<file path="config.mk">
export PLATFORM = sky130hd
export DESIGN_NAME = issue_scoreboard
export DESIGN_NICKNAME = d
export VERILOG_FILES = /design/src/rtl/issue_scoreboard_pkg.sv /design/src/rtl/reg_scoreboard.sv /design/src/rtl/issue_scoreboard.sv
export SDC_FILE = /design/constraint.sdc
export NUM_CORES = 1
export LEC_CHECK = 0
export CAP_MARGIN = 20
export CORE_AREA = 8 8 104 106
export CTS_BUF_LIST = sky130_fd_sc_hd__clkbuf_4 sky130_fd_sc_hd__clkbuf_8 sky130_fd_sc_hd__clkbuf_16
export CTS_CLUSTER_SIZE = 25
export DETAILED_ROUTE_END_ITERATION = 7
export DIE_AREA = 0 0 112 114
export PLACE_DENSITY_LB_ADDON = 0.3
export SLEW_MARGIN = 20
export SYNTH_ARGS = -nofsm -noshare
export SYNTH_HDL_FRONTEND = slang
export SYNTH_SLANG_ARGS = --single-unit
export TNS_END_PERCENT = 50
</file>
<file path="constraint.sdc">
create_clock -name clk -period 3.05 [get_ports clk]
set_input_delay 0.61 -clock clk [delete_from_list [all_inputs] [get_ports clk]]
set_output_delay 0.61 -clock clk [all_outputs]
set_load 0.01 [all_outputs]
</file>
<file path="src/rtl/issue_scoreboard_pkg.sv">
// Shared encodings for the issue scoreboard (package issue_pkg).
// The field encodings match the ones decode_unit produces.
package issue_pkg;

    localparam int NREG = 32;

    typedef enum logic [1:0] {
        ST_RUN     = 2'd0,
        ST_WAIT_BR = 2'd1,
        ST_HALT    = 2'd2
    } state_t;

    localparam logic [1:0] WB_NONE    = 2'd0;
    localparam logic [1:0] WB_RD      = 2'd1;
    localparam logic [1:0] WB_ADDR    = 2'd2;

    localparam logic [1:0] JMP_SEQ    = 2'd0;
    localparam logic [1:0] JMP_JUMP   = 2'd1;
    localparam logic [1:0] JMP_BRANCH = 2'd2;

    localparam logic [1:0] MEM_NONE   = 2'd0;
    localparam logic [1:0] MEM_LOAD   = 2'd1;
    localparam logic [1:0] MEM_STORE  = 2'd2;

endpackage

</file>
<file path="src/rtl/reg_scoreboard.sv">
// Busy-register vector: one set and one clear per cycle, set wins on a collision.
// Register x0 is never marked busy.
import issue_pkg::*;

module reg_scoreboard (
    input  logic            clk,
    input  logic            rst,
    input  logic            set_en,
    input  logic [4:0]      set_rd,
    input  logic            clr_en,
    input  logic [4:0]      clr_rd,
    output logic [NREG-1:0] busy
);

    logic [NREG-1:0] set_mask;
    logic [NREG-1:0] clr_mask;

    always_comb begin
        set_mask = '0;
        clr_mask = '0;
        if (set_en) set_mask[set_rd] = 1'b1;
        if (clr_en) clr_mask[clr_rd] = 1'b1;
    end

    always_ff @(posedge clk or posedge rst) begin
        if (rst)
            busy <= '0;
        else
            busy <= ((busy & ~clr_mask) | set_mask) & {{(NREG-1){1'b1}}, 1'b0};
    end

endmodule

</file>
<file path="src/rtl/issue_scoreboard.sv">
// Issue register with RAW/WAW hazard, memory-limit and branch stalls; halts on decode faults.
// Optional macro ISSUE_SCOREBOARD_WB_BYPASS_EN lets a retiring writeback unblock issue in the same cycle.
//
// state      | meaning
// ST_RUN     | normal issue
// ST_WAIT_BR | jump/branch issued, waiting for br_resolve
// ST_HALT    | decode fault accepted, stuck until rst
import issue_pkg::*;

module issue_scoreboard #(
    parameter int MEM_MAX = 2
) (
    input  logic        clk,
    input  logic        rst,
    input  logic        dec_valid,
    output logic        dec_ready,
    input  logic [4:0]  dec_rd,
    input  logic [31:0] dec_active_reg,
    input  logic [1:0]  dec_wb_op,
    input  logic [1:0]  dec_jmp_op,
    input  logic [1:0]  dec_mem_op,
    input  logic        dec_fault,
    output logic        iss_valid,
    input  logic        iss_ready,
    output logic [4:0]  iss_rd,
    output logic [1:0]  iss_wb_op,
    output logic [1:0]  iss_jmp_op,
    output logic [1:0]  iss_mem_op,
    input  logic        wb_valid,
    input  logic [4:0]  wb_rd,
    input  logic        mem_done,
    input  logic        br_resolve,
    output logic [31:0] busy_regs,
    output logic        fault_o,
    output logic        halted
);

    localparam logic [2:0] MEM_LIMIT = 3'(MEM_MAX);

    state_t          state;
    logic [2:0]      mem_cnt;
    logic [NREG-1:0] busy_eff;
    logic            hazard;
    logic            slot_free;
    logic            mem_ok;
    logic            in_run;
    logic            accept;
    logic            take_fault;
    logic            mem_inc;
    logic            mem_dec;

`ifdef ISSUE_SCOREBOARD_WB_BYPASS_EN
    always_comb begin
        busy_eff = busy_regs;
        if (wb_valid) busy_eff[wb_rd] = 1'b0;
    end
`else
    assign busy_eff = busy_regs;
`endif

    assign hazard     = (|(dec_active_reg & busy_eff)) ||
                        ((dec_wb_op != WB_NONE) && (dec_rd != 5'd0) && busy_eff[dec_rd]);
    assign slot_free  = !iss_valid || iss_ready;
    assign mem_ok     = (dec_mem_op == MEM_NONE) || (mem_cnt < MEM_LIMIT);
    assign in_run     = (state == ST_RUN);
    assign take_fault = dec_valid && dec_fault && in_run;
    assign accept     = dec_valid && !dec_fault && in_run && !hazard && slot_free && mem_ok;
    assign dec_ready  = take_fault || accept;

    assign mem_inc = accept && (dec_mem_op != MEM_NONE);
    assign mem_dec = mem_done && (mem_cnt != 3'd0);

    reg_scoreboard u_busy (
        .clk    (clk),
        .rst    (rst),
        .set_en (accept && (dec_wb_op != WB_NONE)),
        .set_rd (dec_rd),
        .clr_en (wb_valid),
        .clr_rd (wb_rd),
        .busy   (busy_regs)
    );

    always_ff @(posedge clk or posedge rst) begin
        if (rst) begin
            state   <= ST_RUN;
            fault_o <= 1'b0;
            halted  <= 1'b0;
        end else begin
            case (state)
                ST_RUN: begin
                    if (take_fault) begin
                        state   <= ST_HALT;
                        fault_o <= 1'b1;
                        halted  <= 1'b1;
                    end else if (accept && (dec_jmp_op != JMP_SEQ)) begin
                        state <= ST_WAIT_BR;
                    end
                end
                ST_WAIT_BR: if (br_resolve) state <= ST_RUN;
                ST_HALT:    state <= ST_HALT;
                default:    state <= ST_RUN;
            endcase
        end
    end

    // Simultaneous increment and decrement cancel; the limit check keeps the count <= MEM_MAX.
    always_ff @(posedge clk or posedge rst) begin
        if (rst)
            mem_cnt <= 3'd0;
        else if (mem_inc && !mem_dec)
            mem_cnt <= mem_cnt + 3'd1;
        else if (!mem_inc && mem_dec)
            mem_cnt <= mem_cnt - 3'd1;
    end

    always_ff @(posedge clk or posedge rst) begin
        if (rst) begin
            iss_valid  <= 1'b0;
            iss_rd     <= 5'd0;
            iss_wb_op  <= WB_NONE;
            iss_jmp_op <= JMP_SEQ;
            iss_mem_op <= MEM_NONE;
        end else if (accept) begin
            iss_valid  <= 1'b1;
            iss_rd     <= dec_rd;
            iss_wb_op  <= dec_wb_op;
            iss_jmp_op <= dec_jmp_op;
            iss_mem_op <= dec_mem_op;
        end else if (iss_ready) begin
            iss_valid <= 1'b0;
        end
    end

endmodule

</file>
==> results of run 1 <==
-- final cells by class --
cell class	instances	area (um^2)
Timing Repair Buffer	171	1520
Fill cell	893	4630
Inverter	4	15.0
Clock inverter	3	46.3
Multi-Input combinational cell	205	1460
Tap cell	111	139
Clock buffer	5	68.8
Sequential cell	49	1230
-- layer usage --
metal / global-route usage / vias up / part of all wire
met3: 0.0343 / 11 / 0.078
met2: 0.292 / 144 / 0.48
li1: - / 1330 / -
met1: 0.229 / 1434 / 0.42
met5: 0 / - / 0
met4: 0.0432 / 0 / 0.014
-- registers in the layout (all words and copies together) (netlist names) --
name,count
u_busy.busy,31
iss_mem_op,2
iss_rd,5
iss_wb_op,2
state,2
mem_cnt,3
halted,1
iss_valid,1
iss_jmp_op,2
-- stage by stage --
stage | hold slack (ps) | area (um^2) | instances | total power (uW) | util
3_5_place_dp | 495 | 4270 | 538 | 1220 | 0.469
6_report | 515 | 4470 | 548 | 1690 | 0.491
2_1_floorplan | 441 | 2730 | 273 | 955 | -
5_1_grt | 537 | 4470 | 548 | 1760 | 0.491
3_3_place_gp | 476 | 4270 | 538 | 1210 | 0.469
4_1_cts | 520 | 4460 | 547 | 1700 | 0.489
-- worst reg2reg max path: stages (launching register included) --
cell and delay, ps:
sky130_fd_sc_hd__dfrtp_1 390, sky130_fd_sc_hd__buf_4 140, sky130_fd_sc_hd__mux2_4 260, sky130_fd_sc_hd__a221o_1 330, sky130_fd_sc_hd__a222oi_1 360, sky130_fd_sc_hd__a31oi_1 180
sky130_fd_sc_hd__or2_4 270, sky130_fd_sc_hd__buf_6 120, sky130_fd_sc_hd__nor2_4 110, sky130_fd_sc_hd__ha_4 150, sky130_fd_sc_hd__inv_2 40, sky130_fd_sc_hd__fa_2 340
sky130_fd_sc_hd__xor2_1 140, sky130_fd_sc_hd__nor2_1 120, sky130_fd_sc_hd__xor2_1 140
-- cell usage after synthesis, drive strengths merged (2+ instances only) --
master  count  share of area
o21ai      64           0.12
dfrtp      49           0.46
nand2      37          0.052
mux2       22           0.10
nor2       11          0.015
buf        10          0.029
a22oi       9          0.025
nand3b      6          0.017
a221oi      5          0.016
clkbuf      5         0.0070
a22o        4          0.013
inv         4         0.0056
nand3       4         0.0074
nor3b       4          0.011
and3b       3         0.0098
nor3        3         0.0056
a221o       2         0.0074
mux4        2          0.017
nand2b      2         0.0046
nand4       2         0.0046
or2         2         0.0046
or3b        2         0.0065
xor2        2         0.0065
-- worst paths after layout --
kind,end
worst max-delay path,mem_cnt[2]$_DFFE_PP0P_
worst min-delay path,halted$_DFFE_PP0P_
worst max register to register,mem_cnt[2]$_DFFE_PP0P_
worst min register to register,halted$_DFFE_PP0P_
max in group asynchronous,mem_cnt[2]$_DFFE_PP0P_
min in group asynchronous,u_busy.busy[27]$_DFF_PP0_
-- repair_timing --
action / CTS / global route
cloned: 0 / 0
setup buffers: 1 / 2
endpoints found under the setup margin: 17 / 3
pin swaps: 18 / 9
hold buffers: 0 / 0
gates resized for setup: 46 / 11
-- kinds of logic after synthesis --
family          after synthesis  synth area share
other cells                   1           0.00139
simple gates                 82             0.154
buf+inv                      19            0.0414
fa+ha+maj                     2            0.0121
compound gates               92             0.204
flops                        49             0.455
xor+xnor                      3           0.00976
mux                          25             0.122
-- report_power, final --
group / switching, uW / leakage [uW] / internal (uW) / total [uW]
combinational: 178 / 0.00123 / 261 / 440
sequential: 53.3 / 0.000658 / 712 / 765
clock: 237 / 0.0000543 / 246 / 483
==> results.rst, run 1 <==
.. list-table::
   :header-rows: 1

   * - Metric
     - Value
   * - Count of routing violations after the opening detailed-route iteration
     - 233
   * - Buffer levels on the longest clock path
     - 2
   * - Top_reg_cell synth
     - sky130_fd_sc_hd__dfrtp_1
   * - Maximum fanout encountered on the critical timing path
     - 2
   * - Number of buffers inserted during clock tree synthesis
     - 5
   * - Starting utilization of the core area
     - 0.296
   * - Violated checks
     - setup timing
   * - Synth Warn #
     - 0
   * - Clock insertion delay at the later pin of the skew report
     - 310 ps
   * - Layout net count
     - 494
   * - Hold path startpoint
     - halted$_DFFE_PP0P_
   * - Setup TNS Final
     - -286 ps
   * - Sequential fraction of the synthesis area
     - 0.455
   * - Overall overflow remaining after global route
     - 0
   * - Synthesized area per cell
     - 9.86 um^2
   * - Commonest non-fill, non-tap cell in the layout
     - sky130_fd_sc_hd__clkdlybuf4s50_1
   * - Register-to-register setup slack
     - -100 ps
   * - Largest net degree at the start of global routing
     - 41
   * - Library cell appearing most often on the critical path
     - sky130_fd_sc_hd__xor2_1
   * - Count of vias placed by the detailed router
     - 2,919
   * - Number of DRC violations after detailed routing
     - 0
   * - Sum of buffers and inverters on the critical path
     - 3
   * - Transition time at the pin with the least slew margin
     - 512 ps
   * - Arrival time at the worst endpoint
     - 3400 ps
   * - Worst clock skew
     - 8.18 ps
   * - Type of element capturing the critical path
     - register
   * - Max Clock Freq
     - 0.316 GHz
   * - Mean number of vias per cell
     - 5.33
   * - Critical path launch point type
     - input port
   * - Global-route wire length before repair
     - 17.4 mm
   * - Clock sink count
     - 49
   * - Final setup violation count
     - 3
   * - Hold Crit Class
     - register to register
   * - Clock root buffer
     - sky130_fd_sc_hd__clkbuf_8
   * - Number of enable-type register cells in the synthesized netlist
     - 0
   * - Number of unique standard cell types used by synthesis
     - 48
   * - Std-Cell Rows
     - 35
   * - Launch point of the worst path
     - dec_active_reg[4]
   * - Core region area
     - 9110 um^2
   * - Via count of the first global-routing pass
     - 2,971
   * - Detailed placement HPWL
     - 8.94 mm
   * - Setup repair after global routing missed its margin
     - true
   * - Remaining antenna violation count
     - 0
   * - Total wirelength of the detailed-routed design
     - 11.3 mm
   * - Outcome
     - finished with violations
   * - Routed WL per cell
     - 20.6 um
   * - Number of top-level design ports
     - 103
   * - Start of the worst register-to-register path
     - u_busy.busy[12]$_DFF_PP0_
   * - Cells traversed along the worst timing path
     - clkdlybuf4s50_1 > a22o_1 > a221oi_2 > nand4_1 > or4_4 > or2_4 > buf_6 > nor2_4 > ha_4 > inv_2 > fa_2 > xor2_1 > nor2_1 > xor2_1
   * - Antenna violations before repair
     - 0
   * - Count of final max-slew check failures
     - 0
   * - Count of state elements after synthesis
     - 49
   * - Layout cells sized above 1
     - 0.304
   * - Leakage power figure
     - 0.00194 uW
   * - Cell with the largest stage delay on the worst path
     - sky130_fd_sc_hd__or4_4
   * - Fin. Hold Viols
     - 0
   * - Clock-pin slew reported for the worst setup and hold paths after clock tree synthesis
     - 90 ps
   * - Count of cell instances traversed by the critical path
     - 14
   * - Place WS
     - -908 ps
   * - Final worst slack
     - -114 ps
   * - Detailed Routing Iterations Pass 1
     - 5
   * - Slowest Stage Delay on Critical Path
     - 430 ps
   * - Power density over the cells
     - 377 nW/um^2
   * - TritonCTS clock tree
     - done
   * - I/O Buffers
     - 100
   * - Most used cells in the layout excluding fill and tap cells
     - 81 x sky130_fd_sc_hd__clkdlybuf4s50_1, 68 x sky130_fd_sc_hd__buf_4, 64 x sky130_fd_sc_hd__o21ai_0
   * - Post-synthesis async set-or-reset flop share
     - 1.00
   * - Height of the die
     - 114 um
   * - Post-Synthesis Cells
     - 273
   * - Area of the mapped netlist
     - 2690 um^2
   * - Area grow syn2layout
     - 66.2%
   * - Diodes inserted
     - 0
   * - Class of the most critical setup path
     - input port to register
   * - Number of H-tree levels
     - 2
   * - Crit path max-delay family
     - simple AND/OR/NAND/NOR gates
   * - Post-route clock period utilization
     - 1.04
   * - Hold-critical path depth
     - 1
   * - Die area
     - 12,800 um^2
   * - Net Count, Synth
     - 331
   * - Total Routing Usage GR
     - 0.176
   * - Placer congestion estimate
     - 0.921
   * - Required @ worst endpoint
     - 3290 ps
   * - Max_slew headroom
     - 0.650
   * - Shortest period the worst path allows
     - 3160 ps
   * - X dimension of the die
     - 112 um
   * - Cell depth of the worst flop-to-flop path
     - 14
   * - Worst supply voltage drop on vdd
     - 0.000184 V
   * - # Max-Cap Violations
     - 0
(Power assumes the default switching activity.)
==> run 2, diff against run 1 <==
--- a/config.mk
+++ b/config.mk
@@ -11,6 +11,7 @@
 export CTS_CLUSTER_SIZE = 25
 export DETAILED_ROUTE_END_ITERATION = 7
 export DIE_AREA = 0 0 112 114
+export DONT_BUFFER_PORTS = 1
 export PLACE_DENSITY_LB_ADDON = 0.3
 export SLEW_MARGIN = 20
 export SYNTH_ARGS = -nofsm -noshare
==> results.rst, run 2 (synthesized netlist as in run 1, its figures left out) <==
.. list-table::
   :header-rows: 1

   * - Metric
     - Value
   * - Maximum fanout encountered on the critical timing path
     - 3 (+1)
   * - Layout cells sized above 1
     - 0.320 (+0.0155)
   * - Detailed Routing Iterations Pass 1
     - 4 (-1)
   * - Clock root buffer
     - sky130_fd_sc_hd__clkbuf_8
   * - Final setup violation count
     - 3 (unchanged)
   * - Commonest non-fill, non-tap cell in the layout
     - sky130_fd_sc_hd__o21ai_0
   * - Overall overflow remaining after global route
     - 0 (unchanged)
   * - Diodes inserted
     - 0 (unchanged)
   * - Starting utilization of the core area
     - 0.296 (unchanged)
   * - Std-Cell Rows
     - 35 (unchanged)
   * - Transition time at the pin with the least slew margin
     - 996 ps (+484 ps)
   * - Antenna violations before repair
     - 0 (unchanged)
   * - Combinational share of power
     - 0.146 (-0.115)
   * - Buffer levels on the longest clock path
     - 2 (unchanged)
   * - Largest register by flop count
     - u_busy.busy
   * - Slowest Stage Delay on Critical Path
     - 410 ps (-20 ps)
   * - Clock insertion delay at the later pin of the skew report
     - 320 ps (about the same)
   * - Mean number of vias per cell
     - 5.53 (+3.9%)
   * - Via count of the first global-routing pass
     - 2,445 (-18%)
   * - Total wirelength of the detailed-routed design
     - 9.97 mm (-12%)
   * - Final Instance Area
     - 3410 um^2 (-24%)
   * - Arrival time at the worst endpoint
     - 3410 ps (about the same)
   * - Violated checks
     - setup timing
   * - Clock sink count
     - 49 (unchanged)
   * - Setup repair after global routing missed its margin
     - true
   * - Setup TNS Final
     - -247 ps (+39.0 ps)
   * - Outcome
     - finished with violations
   * - Hold Crit Class
     - input port to asynchronous set/reset pin
   * - Worst clock skew
     - 14.3 ps (+6.15 ps)
   * - Critical path launch point type
     - register
   * - # Max-Cap Violations
     - 0 (unchanged)
   * - Type of element capturing the critical path
     - register
   * - Count of vias placed by the detailed router
     - 2,396 (-18%)
   * - Hold-fix buffer count after cts
     - 0 (unchanged)
   * - Number of DRC violations after detailed routing
     - 0 (unchanged)
   * - Largest net degree at the start of global routing
     - 50 (+22%)
   * - Area of the multi-input gates
     - 1420 um^2 (-2.8%)
   * - Registers with the highest flip-flop counts
     - u_busy.busy (31), iss_rd (5), mem_cnt (3)
   * - Count of final max-slew check failures
     - 0 (unchanged)
   * - Internal
     - 1070 uW (-12%)
   * - Number of buffers inserted during clock tree synthesis
     - 5 (unchanged)
   * - Core region area
     - 9110 um^2 (unchanged)
   * - Post-route clock period utilization
     - 1.04 (about the same)
   * - Routed WL per cell
     - 23.0 um (+12%)
   * - Combined flip-flop and latch cell area
     - 1230 um^2 (-0.10%)
   * - Clock-pin slew reported for the worst setup and hold paths after clock tree synthesis
     - 90 ps (about the same)
   * - Count of routing violations after the opening detailed-route iteration
     - 176 (-24%)
   * - Count of non-filler cells in the finished layout
     - 433 (-21%)
   * - Detailed placement HPWL
     - 7.38 mm (-17%)
   * - Number of top-level design ports
     - 103 (unchanged)
   * - I/O Buffers
     - 0 (-100%)
   * - Placer congestion estimate
     - 0.934 (+1.4%)
   * - Worst Hold Margin
     - 335 ps (-180 ps)
   * - Power density over the cells
     - 431 nW/um^2 (+14%)
   * - Inst Count DP
     - 417 (-22%)
   * - Class of the most critical setup path
     - register to register
   * - Most used cells in the layout excluding fill and tap cells
     - 64 x sky130_fd_sc_hd__o21ai_0, 50 x sky130_fd_sc_hd__buf_4, 49 x sky130_fd_sc_hd__dfrtp_1
   * - Number of H-tree levels
     - 2 (unchanged)
   * - Cells traversed along the worst timing path
     - buf_6 > mux2_4 > a221o_1 > a222oi_1 > a31oi_1 > or2_4 > buf_6 > nor2_4 > ha_4 > inv_2 > fa_2 > xor2_1 > nor2_1 > xor2_1
   * - Die area
     - 12,800 um^2 (unchanged)
   * - Max_slew headroom
     - 0.331 (-0.319)
   * - Final worst slack
     - -114 ps (+0.0950 ps)
   * - Shortest period the worst path allows
     - 3160 ps (-0.0950 ps)
   * - Number of filler instances in the final layout
     - 928 (+3.9%)
   * - Largest register FFs
     - 31 (unchanged)
   * - Remaining antenna violation count
     - 0 (unchanged)
   * - Portion of total power attributed to the clock network
     - 0.317 (+0.031)
   * - Fin. Hold Viols
     - 0 (unchanged)
   * - Required @ worst endpoint
     - 3290 ps (about the same)
   * - Max Clock Freq
     - 0.316 GHz (about the same)
   * - Layout Utilization
     - 0.374 (-0.117)
   * - TritonCTS clock tree
     - done
   * - Layout net count
     - 380 (-23%)
   * - Switching portion of total power
     - 0.275 (-0.00322)
   * - Post-Place Cell Area
     - 3120 um^2 (-27%)
   * - Sw Pwr
     - 404 uW (-14%)
   * - Total Routing Usage GR
     - 0.157 (-0.0184)
   * - Leakage power figure
     - 0.00152 uW (-22%)
   * - Worst supply voltage drop on vdd
     - 0.000217 V (+18%)
   * - Area grow syn2layout
     - 26.7%
   * - Height of the die
     - 114 um (unchanged)
   * - Share of power burned in registers
     - 0.537 (+0.084)
   * - X dimension of the die
     - 112 um (unchanged)
   * - Global-route wire length before repair
     - 15.3 mm (-12%)
   * - Cell with the largest stage delay on the worst path
     - sky130_fd_sc_hd__dfrtp_1
[run 2: power by group through the flow]
stage,sequential [uW],combinational [uW],clock (uW)
floorplan,787,168,0
finish,790,215,467
global placement,799,202,0
global route,799,239,501
CTS,791,211,478
detailed placement,804,209,0
[run 2: worst max-delay path, delay by kind of cell (launching register included)]
family	cells	cell delay (ps)
compound gates	3	860
simple gates	3	530
fa+ha+maj	2	460
flops	1	410
buf+inv	3	300
xor+xnor	2	300
mux	1	250
[run 2: per-layer routing]
| layer | global-route usage | routed length (um) | up-vias |
|---|---|---|---|
| met5 | 0 | 0 | - |
| met4 | 0.0531 | 167 | 0 |
| met3 | 0.0475 | 1050 | 10 |
| met2 | 0.251 | 4730 | 126 |
| met1 | 0.198 | 4030 | 1163 |
| li1 | - | - | 1097 |
[run 2: final cells by class]
cell class / instances / share of cell area
clock buffer: 5 / 0.0202
sequential: 49 / 0.360
timing repair buffer: 57 / 0.148
inverter: 4 / 0.00477
multi-input combinational: 205 / 0.416
tap: 111 / 0.0407
clock inverter: 2 / 0.0103
[run 2: timing repair]
| item | CTS | global route |
|---|---|---|
| buffers inserted | 6 | 1 |
| gates cloned | 2 | 0 |
| resized for setup | 10 | 6 |
| endpoints found under the setup margin | 3 | 3 |
| pin swaps | 7 | 8 |
[run 2: through the flow]
stage | total power [uW] | worst slack (ps)
CTS | 1480 | -148
floorplan | 955 | -314
detailed placement | 1010 | -272
global placement | 1000 | -235
finish | 1470 | -114
global route | 1540 | -211
[run 2: worst paths after layout]
kind                                             end                     start  slack (ps)  cells after the start
max                           mem_cnt[2]$_DFFE_PP0P_  u_busy.busy[9]$_DFF_PP0_        -110                     14
min                            iss_valid$_DFFE_PP0P_                       rst         340                      1
max reg2reg                   mem_cnt[2]$_DFFE_PP0P_  u_busy.busy[9]$_DFF_PP0_        -110                     14
min reg2reg                   mem_cnt[2]$_DFFE_PP0P_    mem_cnt[2]$_DFFE_PP0P_         510                      1
max in group asynchronous  u_busy.busy[17]$_DFF_PP0_                       rst        2190                      1
min in group clk            iss_wb_op[0]$_DFFE_PP0P_              dec_wb_op[0]         440                      1
